[src/rtl/alu_in_txn_capture_if.sv]
// Monitored ALU input bus: request handshake plus opcode/operands and the
// ALU's own active-low reset. The capture block only ever listens (slave).
interface alu_in_txn_capture_if #(
  parameter int unsigned OP_WIDTH = 8
);
  logic                alu_rst;
  logic                valid;
  logic                ready;
  logic [2:0]          op;
  logic [OP_WIDTH-1:0] a;
  logic [OP_WIDTH-1:0] b;

  modport master (output alu_rst, valid, ready, op, a, b);
  modport slave  (input  alu_rst, valid, ready, op, a, b);
endinterface

[src/rtl/alu_in_txn_capture.sv]
// Passive ALU input monitor: timestamps and buffers every accepted operation
// in a small FIFO for a downstream consumer, counts ops lost to a full FIFO,
// and flags sticky protocol violations seen while a request is stalled.
module alu_in_txn_capture #(
  parameter int unsigned OP_WIDTH  = 8,
  parameter int unsigned DEPTH     = 8,
  parameter int unsigned TS_WIDTH  = 16,
  parameter int unsigned CNT_WIDTH = 8
) (
  input  logic                     clk,
  input  logic                     rst,
  alu_in_txn_capture_if.slave      alu_in,
  input  logic                     enable,
  output logic                     out_valid,
  input  logic                     out_ready,
  output logic [2:0]               out_op,
  output logic [OP_WIDTH-1:0]      out_a,
  output logic [OP_WIDTH-1:0]      out_b,
  output logic [TS_WIDTH-1:0]      out_ts,
  output logic [$clog2(DEPTH):0]   level,
  output logic [CNT_WIDTH-1:0]     drop_cnt,
  output logic [1:0]               proto_err,
  input  logic                     err_clr
);
  localparam int unsigned PW = $clog2(DEPTH);
  localparam int unsigned LW = PW + 1;

  typedef struct packed {
    logic [2:0]          op;
    logic [OP_WIDTH-1:0] a;
    logic [OP_WIDTH-1:0] b;
  } req_t;

  typedef struct packed {
    req_t                req;
    logic [TS_WIDTH-1:0] ts;
  } entry_t;

  typedef enum logic {IDLE, STALL} trk_state_e;

  entry_t                 mem_q [DEPTH];
  entry_t                 mem_d [DEPTH];
  logic [PW-1:0]          wr_ptr_q, wr_ptr_d, rd_ptr_q, rd_ptr_d;
  logic [LW-1:0]          level_q, level_d;
  logic [TS_WIDTH-1:0]    ts_q, ts_d;
  logic [CNT_WIDTH-1:0]   drop_cnt_q, drop_cnt_d;
  logic [1:0]             proto_err_q, proto_err_d;
  trk_state_e             state_q, state_d;
  req_t                   lat_q, lat_d;

  req_t   cur;
  logic   accept, capture, pop, full, push, drop;
  logic [1:0] err_set;

  assign cur     = '{op: alu_in.op, a: alu_in.a, b: alu_in.b};
  assign accept  = alu_in.alu_rst & alu_in.valid & alu_in.ready;
  assign capture = accept & enable;
  assign full    = (level_q == LW'(DEPTH));
  assign pop     = out_valid & out_ready;
  assign push    = capture & (~full | pop);
  assign drop    = capture & full & ~pop;

  assign out_valid = (level_q != '0);
  assign out_op    = mem_q[rd_ptr_q].req.op;
  assign out_a     = mem_q[rd_ptr_q].req.a;
  assign out_b     = mem_q[rd_ptr_q].req.b;
  assign out_ts    = mem_q[rd_ptr_q].ts;
  assign level     = level_q;
  assign drop_cnt  = drop_cnt_q;
  assign proto_err = proto_err_q;

  // FIFO storage, pointers, occupancy and free-running timestamp
  always_comb begin
    mem_d    = mem_q;
    wr_ptr_d = wr_ptr_q;
    rd_ptr_d = rd_ptr_q;
    level_d  = level_q;
    ts_d     = ts_q + TS_WIDTH'(1);
    if (push) begin
      mem_d[wr_ptr_q] = '{req: cur, ts: ts_q};
      wr_ptr_d        = wr_ptr_q + PW'(1);
    end
    if (pop) begin
      rd_ptr_d = rd_ptr_q + PW'(1);
    end
    if (push && !pop) begin
      level_d = level_q + LW'(1);
    end else if (!push && pop) begin
      level_d = level_q - LW'(1);
    end
  end

  // Protocol tracker: watches a stalled request for withdrawal or payload change
  always_comb begin
    state_d = state_q;
    lat_d   = lat_q;
    err_set = '0;
    if (!alu_in.alu_rst) begin
      state_d = IDLE;
    end else begin
      unique case (state_q)
        IDLE: begin
          if (alu_in.valid && !alu_in.ready) begin
            state_d = STALL;
            lat_d   = cur;
          end
        end
        STALL: begin
          if (alu_in.valid && alu_in.ready) begin
            state_d = IDLE;
          end else if (!alu_in.valid) begin
            state_d    = IDLE;
            err_set[0] = 1'b1;
          end else begin
            if (cur != lat_q) err_set[1] = 1'b1;
            lat_d = cur;
          end
        end
      endcase
    end
  end

  // Sticky error / drop counters: clear first, so an event in the clear cycle survives
  always_comb begin
    proto_err_d = (err_clr ? 2'b00 : proto_err_q) | err_set;
    drop_cnt_d  = err_clr ? '0 : drop_cnt_q;
    if (drop && (drop_cnt_d != '1)) begin
      drop_cnt_d = drop_cnt_d + CNT_WIDTH'(1);
    end
  end

  // State registers
  always_ff @(posedge clk or posedge rst) begin
    if (rst) begin
      mem_q       <= '{default: '0};
      wr_ptr_q    <= '0;
      rd_ptr_q    <= '0;
      level_q     <= '0;
      ts_q        <= '0;
      drop_cnt_q  <= '0;
      proto_err_q <= '0;
      state_q     <= IDLE;
      lat_q       <= '0;
    end else begin
      mem_q       <= mem_d;
      wr_ptr_q    <= wr_ptr_d;
      rd_ptr_q    <= rd_ptr_d;
      level_q     <= level_d;
      ts_q        <= ts_d;
      drop_cnt_q  <= drop_cnt_d;
      proto_err_q <= proto_err_d;
      state_q     <= state_d;
      lat_q       <= lat_d;
    end
  end
endmodule
[src/flat_wrapper.sv]
// flat-port wrapper written by rule: the top's interface ports become plain ports
module alu_in_txn_capture_flat 
#(
  parameter int unsigned OP_WIDTH  = 8,
  parameter int unsigned DEPTH     = 8,
  parameter int unsigned TS_WIDTH  = 16,
  parameter int unsigned CNT_WIDTH = 8
)
  (clk, rst, enable, out_valid, out_ready, out_op, out_a, out_b, out_ts, level, drop_cnt, proto_err, err_clr, alu_in_alu_rst, alu_in_valid, alu_in_ready, alu_in_op, alu_in_a, alu_in_b);
  alu_in_txn_capture_if #(.OP_WIDTH(OP_WIDTH)) alu_in_i ();
  input  logic clk;
  input  logic rst;
  input  logic enable;
  output logic out_valid;
  input  logic out_ready;
  output logic [2:0] out_op;
  output logic [OP_WIDTH-1:0] out_a;
  output logic [OP_WIDTH-1:0] out_b;
  output logic [TS_WIDTH-1:0] out_ts;
  output logic [$clog2(DEPTH):0] level;
  output logic [CNT_WIDTH-1:0] drop_cnt;
  output logic [1:0] proto_err;
  input  logic err_clr;
  input wire logic [$bits(alu_in_i.alu_rst)-1:0] alu_in_alu_rst;
  input wire logic [$bits(alu_in_i.valid)-1:0] alu_in_valid;
  input wire logic [$bits(alu_in_i.ready)-1:0] alu_in_ready;
  input wire logic [$bits(alu_in_i.op)-1:0] alu_in_op;
  input wire logic [$bits(alu_in_i.a)-1:0] alu_in_a;
  input wire logic [$bits(alu_in_i.b)-1:0] alu_in_b;
  assign alu_in_i.alu_rst = alu_in_alu_rst;
  assign alu_in_i.valid = alu_in_valid;
  assign alu_in_i.ready = alu_in_ready;
  assign alu_in_i.op = alu_in_op;
  assign alu_in_i.a = alu_in_a;
  assign alu_in_i.b = alu_in_b;
  alu_in_txn_capture #(.OP_WIDTH(OP_WIDTH), .DEPTH(DEPTH), .TS_WIDTH(TS_WIDTH), .CNT_WIDTH(CNT_WIDTH)) u_core (.clk(clk), .rst(rst), .alu_in(alu_in_i), .enable(enable), .out_valid(out_valid), .out_ready(out_ready), .out_op(out_op), .out_a(out_a), .out_b(out_b), .out_ts(out_ts), .level(level), .drop_cnt(drop_cnt), .proto_err(proto_err), .err_clr(err_clr));
endmodule
[config.mk]
export PLATFORM = sky130hd
export DESIGN_NAME = alu_in_txn_capture_flat
export DESIGN_NICKNAME = d
export VERILOG_FILES = /design/src/rtl/alu_in_txn_capture_if.sv /design/src/rtl/alu_in_txn_capture.sv /design/src/flat_wrapper.sv
export SDC_FILE = /design/constraint.sdc
export NUM_CORES = 1
export LEC_CHECK = 0
export ABC_CLOCK_PERIOD_IN_PS = 13100
export CELL_PAD_IN_SITES_DETAIL_PLACEMENT = 0
export CELL_PAD_IN_SITES_GLOBAL_PLACEMENT = 1
export CORE_MARGIN = 10
export CORE_UTILIZATION = 52
export CTS_CLUSTER_SIZE = 25
export DETAILED_ROUTE_END_ITERATION = 10
export MAX_ROUTING_LAYER = met4
export PLACE_DENSITY = 0.88
export SLEW_MARGIN = 20
export SYNTH_ARGS = -nofsm -noshare
export SYNTH_HDL_FRONTEND = slang
export SYNTH_SLANG_ARGS = --single-unit
[constraint.sdc]
create_clock -name clk -period 13.1 [get_ports clk]
set_clock_uncertainty 0.05 [all_clocks]
set_input_delay 1.965 -clock clk [delete_from_list [all_inputs] [get_ports clk]]
set_output_delay 1.965 -clock clk [all_outputs]
set_load 0.03 [all_outputs]
== Yosys cells after proc, flatten, opt, wreduce, memory -nomap -nowiden ==
Index checks and enable logic that the tools add are counted.
Storage, ports and cells
  register bits: 336
  input bits: 27
  output and inout bits: 50
Operators by class
  $add $sub $neg: 6
  $lt $le $gt $ge: 3
  equality and inequality tests: 6
  mux-type cells: 26
  bitwise gates (word level): 14
  reduce and logical (&&, ||, !) cells: 12
Operator list (number)
  280-bit bitwise mux: 1
  35-bit binary-select mux with 3-bit select: 1
  35-bit demux with 3-bit select: 1
  35-bit two-way mux: 3
  19-bit two-way mux: 3
  19-bit case mux with 2 select lines: 1
  19-bit != test: 1
  16-bit by 1-bit adder with 16-bit output (second input constant): 1
  8-bit two-way mux: 2
  8-bit by 1-bit adder with 8-bit output (second input constant): 1
  4-bit greater-or-equal comparator (second input constant): 2
  2-bit two-way mux: 4
  4-bit two-way mux: 2
  8-bit != test (second input constant): 1
  3-bit NOT with 4-bit output: 2
  1-bit bitwise AND: 7
  1-bit two-way mux: 7
  3-bit by 1-bit adder with 3-bit output (second input constant): 2
  1-bit logical AND: 6
  4-bit by 1-bit adder with 4-bit output (second input constant): 1
  4-bit == test (second input constant): 1
  4-bit by 1-bit less-than comparator with 1-bit output (second input constant): 1
  2-bit != test (second input constant): 2
  4-bit AND reduction: 1
  9 further kinds: 13

== Depth between registers and ports, before layout ==
Gate-level depths: netlist (run 1).
  word-level depth: 8
  depth in mapped cells: 10
  gate-level depth less buffers: 10

== Least setup slack after synthesis (run 1) ==
Ideal clock, no wire load.
  kind: reg2out
  start point: register u_core.rd_ptr_q[1]
  end point: output port out_op[2]
  arrival time: 1927 ps
  required time: 11085 ps
  setup slack: 9158 ps
  stages on the path, launching flop included: 6
  path buffers: 3
  cells stage by stage: dfrtp_1 -> buf_2 -> clkbuf_1 -> buf_1 -> mux4_2 -> mux2_2
Between the ends
  cells in the longest elaborated chain, start to end: 4
Ends and longest elaborated chain
  start: declaration: RTL line alu_in_txn_capture.sv:43  | logic [PW-1:0] wr_ptr_q, wr_ptr_d, rd_ptr_q, rd_ptr_d;
  start signal: assignment: RTL line alu_in_txn_capture.sv:147  | rd_ptr_q <= rd_ptr_d;
  3-bit NOT with 4-bit output (not written as such): RTL line alu_in_txn_capture.sv:64  | assign out_op = mem_q[rd_ptr_q].req.op;
  35-bit binary-select mux with 3-bit select: RTL line alu_in_txn_capture.sv:64
  35-bit two-way mux (not written as such) (2 in series): RTL line alu_in_txn_capture.sv:64
  end: declaration: RTL line flat_wrapper.sv:16  | output logic [2:0] out_op;
No other way between the ends. The select of a mux whose other input is x is not followed.

== Final worst setup path (run 1) ==
  start point: register u_core.rd_ptr_q[0]
  end point: output port out_b[5]
Between the ends
  cells in the longest elaborated chain, start to end: 4
Ends and longest elaborated chain
  3-bit NOT with 4-bit output (not written as such): RTL line alu_in_txn_capture.sv:66  | assign out_b = mem_q[rd_ptr_q].req.b;
  35-bit binary-select mux with 3-bit select: RTL line alu_in_txn_capture.sv:66
  35-bit two-way mux (2 in series)
  end: declaration: RTL line flat_wrapper.sv:18  | output logic [OP_WIDTH-1:0] out_b;
No other way between the ends. The select of a mux whose other input is x is not followed.

==> results.cfg, run 1 <==
[cells_and_area]
fin_area_sq_um = 17700
diodes = 0
area_growth_syn_to_layout_pct = 14.0
nets = 1050
multi_input_area_sq_um = 6670
nFillCells = 2216
regArea_sq_um = 8420
drive_gt1_share_pct = 47.5

[timing]
setup_viol = 0
finalHoldViolCount = 0
rsz0062_at_grt = false
min_period_ns = 5.67
max_slew_margin_pct = 32.9
tightest_slew_ns = 1.01
period_share_pct = 43.3
drv_slew = 0
max_freq_mhz = 176
finalSetupTns_ns = 0

[power_and_ir_drop]
p_leak_nw = 8.24
p_switching_mw = 0.994
power_density_nw_per_um2 = 194
p_seq_share_pct = 41.5
switching_share_pct = 29.0
internal_power_mw = 2.43
power.share.clock_pct = 29.7
ir_worst_vdd_mv = 0.143
combPwrFrac_pct = 28.8

[placed_design]
gp_congestion = 0.747
io_buffers = 76
dpl_cell_area_sq_um = 16500
dp_hpwl_mm = 18.1

[route]
wire_per_inst_microns = 21.9
vias = 8244
drc = 0
finalWirelength_mm = 31.4
routed_via_density = 5.76
firstDrtPassIters = 4
drt_iter0_drc = 499
ant_nets = 0

[yosys]
syn_area_per_cell_sq_um = 15.9
ys_top_cells_by_count = dfrtp_1 (336), mux2_2 (278), mux4_2 (70)
yosys.area.top_type_share_pct = 54.2
synth-compound-area-share_pct = 0.459
yosys_warnings = 0
synth_top_family_by_area = multiplexers
ys.flop_type = dfrtp_1
ys_seq_area_share_pct = 54.2
synth_edf_count = 0
ys_types = 45
muxShareOfSynthArea_pct = 36.3
synthesis.area_sq_um = 15500
syn_nets = 1012
yosysTopAreaCell = dfrtp_1
synthXorXnorAreaFrac_pct = 2.48
synth.most_common_cell = dfrtp_1
async_flop_share_pct = 100
synth_fa_ha_area_share_pct = 0.693
syn_inst = 977
synth_seq_cells = 336
yosys.area_share.simple_pct = 2.94
synth_area_leaders = dfrtp_1 (54%), mux2_2 (20%), mux4_2 (10%)

[floorplanning]
placementRows = 63
die-area_sq_um = 37200
design.portCount = 77
initial_core_util_pct = 52.5
die_height_microns = 193
die_w_microns = 193
core_area_sq_um = 29600

[global_route]
grt.total_usage_pct = 18.1
grt-ovfl-total = 0
antenna_found_initial = 0
grt_max_degree = 128
grt_pass1_wl_mm = 51.4
grt_pass1_vias = 8946

[clock_network]
clk_latency_ns = 0.51
cts_setup_buffers = 0
cts_resized = 0
cts_tree = yes
cts_buffer_depth = 3
htreeDepth = 2
clk_pin_slew_ns = 0.06
cts_buffers = 36
clock-sinks = 336
clockRootBuffer = clkbuf_16
cts_hold_buf = 0

[critical_path]
crit_chain = buf_4, mux4_2, mux2_2, clkdlybuf4s50_1
cpPeakStageDelay_ns = 0.81
crit_slowest_cell = buf_4
r2r_cells = 10
start_kind = register
path_class = register to output port
worstPathMaxFanout = 45
cp.arrival_ns = 3.66
critPathRequiredTime_ns = 11.09
setup.worst_path.end_class = output port

[outcome]
status = finished, final reports clean

[hold_path]
hold_path.class = register to register
hold_depth = 1

[flow_run]
max_cap_violations = 0
## final cells by class
type                            count  area share, %
Multi-Input combinational cell    544           37.7
Inverter                            6          0.170
Sequential cell                   336           47.6
Timing Repair Buffer               91           4.96
Tap cell                          390           2.76
Clock inverter                      8          0.431
Clock buffer                       57           6.46
## power groups by stage
stage               Combinational, mW  Sequential (mW)  Clock, mW
finish                          0.987             1.42       1.02
global route                     1.06             1.46       1.09
CTS                              1.00             1.42       1.04
detailed placement               1.00             1.44          0
global placement                0.984             1.43          0
floorplan                       0.790             1.36          0
## cell families after synthesis
kind of cell,Yosys count
muxes,410
DFF,336
buffers and inverters,97
and+or+nand+nor,71
xor gates and xnor gates,44
AOI/OAI and AO/OA,11
adders and majority gates,8
## per-layer routing
| layer | track usage, % | up-vias | wire length, microns |
|---|---|---|---|
| met5 | - | - | 0 |
| met4 | 3.58 | 0 | 362 |
| met2 | 29.3 | 121 | 15500 |
| met1 | 23.9 | 4441 | 14300 |
| li1 | - | 3650 | - |
| met3 | 2.58 | 32 | 1120 |
## sequential cells by signal (all words and copies together) (netlist names)
name	count
u_core.state_q	1
u_core.level	4
u_core.lat_q	19
u_core.proto_err	2
u_core.wr_ptr_q	3
u_core.rd_ptr_q	3
u_core.mem_q	280
u_core.drop_cnt	8
u_core.ts_q	16
## path summary, 6_finish.rpt
path,to,slack (ns),from
setup / recovery,out_b[5],7.43,u_core.rd_ptr_q[0]$_DFFE_PP0P_
hold / removal,u_core.mem_q[157]$_DFFE_PP0P_,0.45,u_core.mem_q[157]$_DFFE_PP0P_
setup reg to reg,u_core.level[3]$_DFFE_PP0P_,10.27,u_core.level[1]$_DFFE_PP0P_
hold reg to reg,u_core.mem_q[157]$_DFFE_PP0P_,0.45,u_core.mem_q[157]$_DFFE_PP0P_
max in group asynchronous,u_core.mem_q[220]$_DFFE_PP0P_,9.50,rst
min in group asynchronous,u_core.mem_q[12]$_DFFE_PP0P_,1.97,rst
## worst max-delay path, delay by kind of cell, from the launching register on
| family | cells | cell delay [ns] |
|---|---|---|
| flops | 1 | 0.79 |
| buf+inv | 2 | 1.42 |
| mux | 2 | 0.90 |
## cells in the final DEF, fill, tap and decap left out, types with 9 or more instances in the layout
cell type	instances
dfrtp_1	333
mux2_4	60
mux2_2	278
mux4_2	70
clkbuf_16	38
nand2_1	9
nand4_1	9
clkbuf_8	12
clkdlybuf4s50_1	76
xnor2_1	37
buf_4	14
nand3_1	9
## stage by stage
step | setup slack [ns] | utilization [%] | std cells | hold WS [ns] | power (mW)
after floorplan | 1.78 | - | 977 | 0.424 | 2.15
after global placement | 7.87 | 55.7 | 1366 | 0.431 | 2.41
after detailed placement | 7.88 | 55.7 | 1366 | 0.437 | 2.44
after CTS | 7.33 | 59.8 | 1431 | 0.450 | 3.47
after global routing | 7.19 | 59.9 | 1432 | 0.460 | 3.60
final | 7.43 | 59.9 | 1432 | 0.450 | 3.43
Note: power is estimated with default switching activity, not from simulation.
==> run 2: changes to the inputs <==
--- a/config.mk
+++ b/config.mk
@@ -5,7 +5,7 @@
 export SDC_FILE = /design/constraint.sdc
 export NUM_CORES = 1
 export LEC_CHECK = 0
-export ABC_CLOCK_PERIOD_IN_PS = 13100
+export ABC_CLOCK_PERIOD_IN_PS = 5600
 export CELL_PAD_IN_SITES_DETAIL_PLACEMENT = 0
 export CELL_PAD_IN_SITES_GLOBAL_PLACEMENT = 1
 export CORE_MARGIN = 10
==> constraint.sdc (replaced) <==
create_clock -name clk -period 5.6 [get_ports clk]
set_clock_uncertainty 0.05 [all_clocks]
set_input_delay 0.84 -clock clk [delete_from_list [all_inputs] [get_ports clk]]
set_output_delay 0.84 -clock clk [all_outputs]
set_load 0.03 [all_outputs]
==> run 2 against run 1 <==
Against the previous run:
- die area is the same
- utilization hardly changed
- critical path depth did not move
- clock power is 130% higher
- non-clock buffer count grew 3
==> results.cfg, run 2 (synthesized netlist as in run 1, its figures left out) <==
[clock_network]
cts_setup_buffers = 0
htreeDepth = 2
cts_buffer_depth = 3
cts_tree = yes
clk_latency_ns = 0.51
clk_pin_slew_ns = 0.06
clock-sinks = 336
clockRootBuffer = clkbuf_16
cts_buffers = 35
cts_hold_buf = 0
cts_resized = 0

[global_route]
grt-ovfl-total = 0
grt.total_usage_pct = 18.0
antenna_found_initial = 1
grt_pass1_vias = 9027
grt_pass1_wl_mm = 51.7
grt_max_degree = 168

[placed_design]
io_buffers = 76
gp_congestion = 0.759
dp_hpwl_mm = 19.0
dpl_cell_area_sq_um = 16500
pre_cts_ws_ns = 1.55

[power_and_ir_drop]
power.share.clock_pct = 29.5
power_mw = 8.04
switching_share_pct = 29.0
internal_power_mw = 5.71
ir_worst_vdd_mv = 0.260
power_density_nw_per_um2 = 454
p_seq_share_pct = 43.5
combPwrFrac_pct = 27.0
p_switching_mw = 2.33
p_leak_nw = 8.22

[critical_path]
reg2reg_to = u_core.mem_q[53]$_DFFE_PP0P_
critPathRequiredTime_ns = 4.71
setup.worst_path.end_class = output port
timing.rr.start = u_core.level[0]$_DFFE_PP0P_
start_kind = register
r2r_cells = 5
rrSetupSlack_ns = 2.55
worstPathMaxFanout = 44
cp.arrival_ns = 3.38
path_class = register to output port

[floorplanning]
design.portCount = 77
die_w_microns = 193
placementRows = 63
initial_core_util_pct = 52.5
die_height_microns = 193
core_area_sq_um = 29600
die-area_sq_um = 37200

[timing]
period_share_pct = 76.3
finalSetupTns_ns = 0
min_period_ns = 4.27
max_slew_margin_pct = 22.5
fin_ws_ns = 1.33
finalHoldViolCount = 0
tightest_slew_ns = 1.16
drv_slew = 0
rsz0062_at_grt = false
max_freq_mhz = 234
setup_viol = 0

[cells_and_area]
fin_area_sq_um = 17700
largest_register_ffs = 280
nets = 1052
layout_common_cells = dfrtp_1 (333), mux2_2 (278), clkdlybuf4s50_1 (76)
final_common_cell = dfrtp_1
biggestRegsByFlops = u_core.mem_q x280, u_core.lat_q x19, u_core.ts_q x16
drive_gt1_share_pct = 47.3
area_growth_syn_to_layout_pct = 14.0
nFillCells = 2220
regMostFlops = u_core.mem_q

[route]
vias = 8282
finalWirelength_mm = 31.3
drt_iter0_drc = 550
routed_via_density = 5.78
drc = 0
firstDrtPassIters = 4
ant_nets = 0
wire_per_inst_microns = 21.8

[hold_path]
worstHoldStart = u_core.mem_q[27]$_DFFE_PP0P_
hold_path.class = register to register
hold_depth = 1
holdPathEnd = u_core.mem_q[27]$_DFFE_PP0P_

[outcome]
status = finished, final reports clean

[flow_run]
max_cap_violations = 0
[run 2: area by class of cell]
cell class	instances	area, sq um	share of cell area [%]
Antenna cell	1	2.50	0.0141
Multi-Input combinational cell	544	6670	37.7
Timing Repair Buffer	94	912	5.15
Inverter	6	26.3	0.148
Tap cell	390	488	2.76
Clock buffer	54	1070	6.04
Clock inverter	8	118	0.664
Sequential cell	336	8420	47.6
[run 2: worst max-delay path, stage by stage (launching register included)]
cell,delay [ns]
dfrtp_4,1.01
buf_4,0.41
mux4_2,0.55
mux2_2,0.28
clkdlybuf4s50_1,0.61
[run 2: per-layer routing]
metal | vias to the layer above | wire [microns] | track usage [%]
met5 | - | 0 | -
met4 | 0 | 466 | 4.20
met3 | 37 | 1020 | 2.80
met2 | 106 | 15600 | 29.0
met1 | 4492 | 14100 | 23.7
li1 | 3647 | - | -
[run 2: power by group through the flow]
| stage | logic [mW] | clock network [mW] | registers (mW) |
|---|---|---|---|
| final | 2.17 | 2.37 | 3.50 |
| after global routing | 2.32 | 2.53 | 3.58 |
| after CTS | 2.20 | 2.42 | 3.50 |
| after detailed placement | 2.19 | 0 | 3.53 |
| after global placement | 2.15 | 0 | 3.50 |
| after floorplan | 1.85 | 0 | 3.18 |
[run 2: worst max path at each step]
stage	from	end	slack (ns)	depth (start not counted)
after detailed placement	alu_in_alu_rst	u_core.mem_q[52]$_DFFE_PP0P_	1.55	6
after floorplan	rst	u_core.drop_cnt[0]$_DFF_PP0_	0.22	1
final	u_core.rd_ptr_q[0]$_DFFE_PP0P_	out_a[0]	1.33	4
after global routing	u_core.rd_ptr_q[0]$_DFFE_PP0P_	out_b[1]	1.13	4
after global placement	alu_in_alu_rst	u_core.mem_q[67]$_DFFE_PP0P_	1.62	6
after CTS	u_core.rd_ptr_q[0]$_DFFE_PP0P_	out_a[0]	1.27	4
[run 2: through the flow]
step | utilization [%] | hold slack (ns) | instances
global placement | 55.8 | 0.432 | 1369
CTS | 59.8 | 0.453 | 1431
detailed placement | 55.8 | 0.440 | 1369
floorplan | - | 0.424 | 977
global route | 59.9 | 0.461 | 1433
finish | 59.9 | 0.447 | 1433
